===== src/rtl/fifo_wr_arbiter.sv =====
// Round-robin sharing of one FIFO write port among N producers; a grant is released after MAX_BURST words or when its request drops.
// One IDLE arbitration cycle precedes every grant; a full FIFO stalls the holder in place without losing its burst position.
module fifo_wr_arbiter #(
   parameter int N         = 4,
   parameter int B         = 8,
   parameter int MAX_BURST = 4,
   parameter int IDW       = 2
) (
   input  logic           clk,
   input  logic           reset,
   input  logic [N-1:0]   req,
   input  logic [N*B-1:0] data,
   output logic [N-1:0]   ack,
   input  logic           fifo_full,
   output logic           fifo_wr,
   output logic [B-1:0]   fifo_w_data,
   output logic           grant_valid,
   output logic [IDW-1:0] grant_id
);
   localparam int CW = $clog2(MAX_BURST + 1);

   typedef enum logic {IDLE, BUSY} state_t;

   state_t         state, state_nxt;
   logic [IDW-1:0] last_id, last_id_nxt, grant_id_nxt;
   logic [CW-1:0]  burst_cnt, burst_cnt_nxt;
   logic [B-1:0]   words [N];
   logic [2*N-1:0] req_rot;
   logic [IDW:0]   start, pick;
   logic [IDW-1:0] pick_id;
   logic           found;

   for (genvar i = 0; i < N; i++) begin : g_words
      assign words[i] = data[i*B +: B];
   end

   // Rotate requests so bit 0 is the requester just after the last holder.
   always_comb begin
      start = {1'b0, last_id} + (IDW+1)'(1);
      if (start >= (IDW+1)'(N)) start = '0;
      req_rot = {req, req} >> start;
      found   = 1'b0;
      pick    = '0;
      for (int k = 0; k < N; k++) begin
         if (!found && req_rot[k]) begin
            found = 1'b1;
            pick  = start + (IDW+1)'(k);
         end
      end
      if (pick >= (IDW+1)'(N)) pick = pick - (IDW+1)'(N);
      pick_id = pick[IDW-1:0];
   end

   always_comb begin
      state_nxt     = state;
      grant_id_nxt  = grant_id;
      last_id_nxt   = last_id;
      burst_cnt_nxt = burst_cnt;
      fifo_wr       = 1'b0;
      ack           = '0;
      fifo_w_data   = words[grant_id];
      case (state)
         IDLE: begin
            if (found) begin
               state_nxt     = BUSY;
               grant_id_nxt  = pick_id;
               burst_cnt_nxt = '0;
            end
         end
         BUSY: begin
            fifo_wr       = req[grant_id] & ~fifo_full;
            ack[grant_id] = fifo_wr;
            if (!req[grant_id]) begin
               state_nxt   = IDLE;
               last_id_nxt = grant_id;
            end else if (fifo_wr) begin
               if (burst_cnt == CW'(MAX_BURST - 1)) begin
                  state_nxt   = IDLE;
                  last_id_nxt = grant_id;
               end else begin
                  burst_cnt_nxt = burst_cnt + CW'(1);
               end
            end
         end
         default: state_nxt = IDLE;
      endcase
   end

   assign grant_valid = (state == BUSY);

   always_ff @(posedge clk or posedge reset) begin
      if (reset) begin
         state     <= IDLE;
         grant_id  <= '0;
         last_id   <= IDW'(N - 1);
         burst_cnt <= '0;
      end else begin
         state     <= state_nxt;
         grant_id  <= grant_id_nxt;
         last_id   <= last_id_nxt;
         burst_cnt <= burst_cnt_nxt;
      end
   end
endmodule

===== config.mk =====
export PLATFORM = sky130hd
export DESIGN_NAME = fifo_wr_arbiter
export DESIGN_NICKNAME = d
export VERILOG_FILES = /design/src/rtl/fifo_wr_arbiter.sv
export SDC_FILE = /design/constraint.sdc
export NUM_CORES = 1
export LEC_CHECK = 0
export ABC_AREA = 1
export BUFFER_PORTS_ARGS = -buffer_cell sky130_fd_sc_hd__buf_2
export CORE_MARGIN = 10
export CORE_UTILIZATION = 45
export DETAILED_ROUTE_END_ITERATION = 10
export PLACE_DENSITY_LB_ADDON = 0.25
export SETUP_SLACK_MARGIN = 0.4
export SLEW_MARGIN = 30
export SYNTH_ARGS = -nofsm -noshare
export SYNTH_HDL_FRONTEND = slang
export SYNTH_SLANG_ARGS = --single-unit

===== constraint.sdc =====
create_clock -name clk -period 4.25 [get_ports clk]
set_input_delay 0.425 -clock clk [delete_from_list [all_inputs] [get_ports clk]]
set_output_delay 0.425 -clock clk [all_outputs]
set_load 0.05 [all_outputs]

==> flow_metrics.env <==
export IMPL_switching_share_pct=65.6
export IMPL_p_per_area_mw_per_mm2=946
export IMPL_crit_start="grant_id[1]$_DFFE_PP0P_"
export IMPL_cell_internal_pwr_uw=386
export IMPL_final_setup_tns_ps=0
export IMPL_gp_congestion=0.865
export IMPL_crit_type="flop to primary output"
export IMPL_critPathLaunchType="flop"
export IMPL_tightest_slew_ps=880
export IMPL_coreArea_mm2=0.00178
export IMPL_routed_wl_um=3100
export IMPL_critical_path_endpoint_type="primary output"
export IMPL_max_vdd_ir_drop_v=0.000497
export IMPL_antenna_found_initial=0
export IMPL_grt_max_degree=27
export IMPL_port_buffers=54
export IMPL_dieArea_mm2=0.00413
export IMPL_max_cap_viol_count=0
export IMPL_worstReg2RegStart="last_id[0]$_DFFE_PP1P_"
export IMPL_endpoint="ack[1]"
export IMPL_setup_violations=0
export IMPL_synth_area_per_cell_um2=6.29
export IMPL_cts_buffers=3
export IMPL_core_rowCount=15
export IMPL_grt_ovfl_total=0
export IMPL_place_inst=214
export IMPL_syn_to_final_growth_pct=34.7
export IMPL_cts_root_buf="clkbuf_4"
export IMPL_dpl_worst_slack_ps=1850
export IMPL_clock_latency_ps=260
export IMPL_post_route_period_util_pct=63.2
export IMPL_skew_ps=1.43
export IMPL_dpl_cell_area_mm2=0.00116
export IMPL_max_slew_margin_pct=41.3
export IMPL_ys_seq_area_share_pct=23.0
export IMPL_final_cell_mix="buf_2 (54), nand3_1 (38), nand2_1 (34)"
export IMPL_grt_pass1_wl_um=4730
export IMPL_cts_tree="done"
export IMPL_p_leak_nw=0.685
export IMPL_ys_seq_elements=8
export IMPL_timing_rr_end="grant_id[1]$_DFFE_PP0P_"
export IMPL_async_reset_ff_share_pct=100
export IMPL_power_frac_comb_pct=77.2
export IMPL_clkSinkCount=8
export IMPL_track_usage_pct=13.9
export IMPL_cts_buffer_depth=2
export IMPL_cp_data_arrival_time_ps=2260
export IMPL_clkPwrFrac_pct=5.7
export IMPL_die_h_um=64.2
export IMPL_seqPwrFrac_pct=17.1
export IMPL_status="completed"
export IMPL_r2r_cells=9
export IMPL_cp_max_fo=26
export IMPL_drt_iter0_drc=117
export IMPL_period_needed_ps=2690
export IMPL_drc=0
export IMPL_boundaryPins=55
export IMPL_clk_pin_slew_ps=60
export IMPL_synth_cells=140
export IMPL_design_area_mm2=0.00119
export IMPL_dr_pass1_iters=4
export IMPL_cp_data_required_time_ps=3830
export IMPL_max_freq_mhz=372
export IMPL_postCtsHoldBufs=0
export IMPL_drive_above_1_share_pct=36.3
export IMPL_hpwlAfterDp_um=2600
export IMPL_synth_main_ff_cell="dfrtp_1"
export IMPL_rsz0062_at_grt="false"
export IMPL_vias=1163
export IMPL_cts_repair_resized=0
export IMPL_htree_levels=1
export IMPL_cts_setup_buffers=0
export IMPL_rrSetupSlack_ps=2280
export IMPL_final_common_cell="buf_2"
export IMPL_stdcell_count=218
export IMPL_diodes=0
export IMPL_final_nets=236
export IMPL_synth_area_um2=881
export IMPL_initial_utilization_pct=49.4
export IMPL_postRouteAntennaNets=0
export IMPL_hold_viol_final=0
export IMPL_vias_per_cell=5.33
export IMPL_yosys_warnings=0
export IMPL_min_delay_path_class="input pin to asynchronous set/reset pin"
export IMPL_synth_enable_flop_cells=0
export IMPL_drv_slew=0
export IMPL_p_switching_uw=736
export IMPL_first_global_vias=1051
export IMPL_setup_ws_ps=1560
export IMPL_synth_cell_types=23
export IMPL_wl_per_cell_um=14.2
export IMPL_die_w_um=64.2
export IMPL_synth_fp_nets=182
==> routing by layer <==
layer | part of all wire (%) | wire length (um) | global-route usage (%) | vias up
met5 | 0 | 0 | 0 | -
met1 | 37 | 1130 | 14.7 | 510
met3 | 14 | 434 | 5.92 | 7
met2 | 47 | 1460 | 23.5 | 59
li1 | - | - | - | 587
met4 | 2.3 | 70 | 5.88 | 0
==> worst min path at each step <==
| stage | from | endpoint | slack [ps] | depth (start not counted) |
|---|---|---|---|---|
| final | reset | burst_cnt[1]$_DFFE_PP0P_ | 100 | 2 |
| after global routing | reset | burst_cnt[0]$_DFFE_PP0P_ | 100 | 2 |
| after CTS | reset | burst_cnt[0]$_DFFE_PP0P_ | 110 | 2 |
| after detailed placement | reset | grant_id[1]$_DFFE_PP0P_ | 390 | 2 |
| after global placement | reset | burst_cnt[2]$_DFFE_PP0P_ | 370 | 2 |
| after floorplan | reset | burst_cnt[0]$_DFFE_PP0P_ | 240 | 1 |
==> state kept, by name, indices dropped and copies added (netlist names) <==
name / flops
last_id: 2
grant_id: 2
burst_cnt: 3
grant_valid: 1
==> cell usage after synthesis (all sizes together), types with 2 or more instances <==
cell type | n | area share, %
a22oi | 8 | 6.8
buf | 3 | 1.7
clkbuf | 2 | 0.85
dfrtp | 6 | 17
dfstp | 2 | 6.0
ha | 3 | 4.3
inv | 18 | 7.7
nand2 | 36 | 16
nand3 | 39 | 23
nand4 | 3 | 2.1
nor2 | 10 | 7.0
nor3 | 2 | 1.1
o21ai | 5 | 3.3
==> power groups by stage <==
stage	Combinational (mW)	Clock [mW]	Sequential [mW]
2_1_floorplan	0.684	0	0.192
3_3_place_gp	0.837	0	0.189
3_5_place_dp	0.864	0	0.192
4_1_cts	0.867	0.0657	0.190
5_1_grt	0.942	0.0750	0.199
6_report	0.866	0.0641	0.192
==> critical path, cell delays in order (launching register included) <==
cell,delay [ps]
dfrtp_1,920
nand2_1,190
o2111ai_2,320
nand2_2,130
nor3_1,140
buf_2,300
==> kinds of logic after synthesis <==
group	share of synthesized area [%]
buffers and inverters	10.2
and+or+nand+nor	48.9
DFF	23.0
adders and majority gates	4.26
AOI/OAI and AO/OA	12.6
xor gates and xnor gates	0.994
==> area by class of cell <==
class / count / area, um^2
repair buffers: 54 / 270
flip-flops and latches: 8 / 203
clock buffers: 4 / 26.3
inverters: 18 / 67.6
multi-input cells: 109 / 588
fillers: 171 / 597
well taps: 25 / 31.3
==> metrics by stage <==
step	power [mW]	hold WS [ps]	util (%)
after floorplan	0.876	239	-
after global placement	1.03	368	65.1
after detailed placement	1.06	385	65.1
after CTS	1.12	105	66.5
after global routing	1.22	102	66.5
final	1.12	101	66.5
Note: power is estimated with default switching activity, not from simulation.
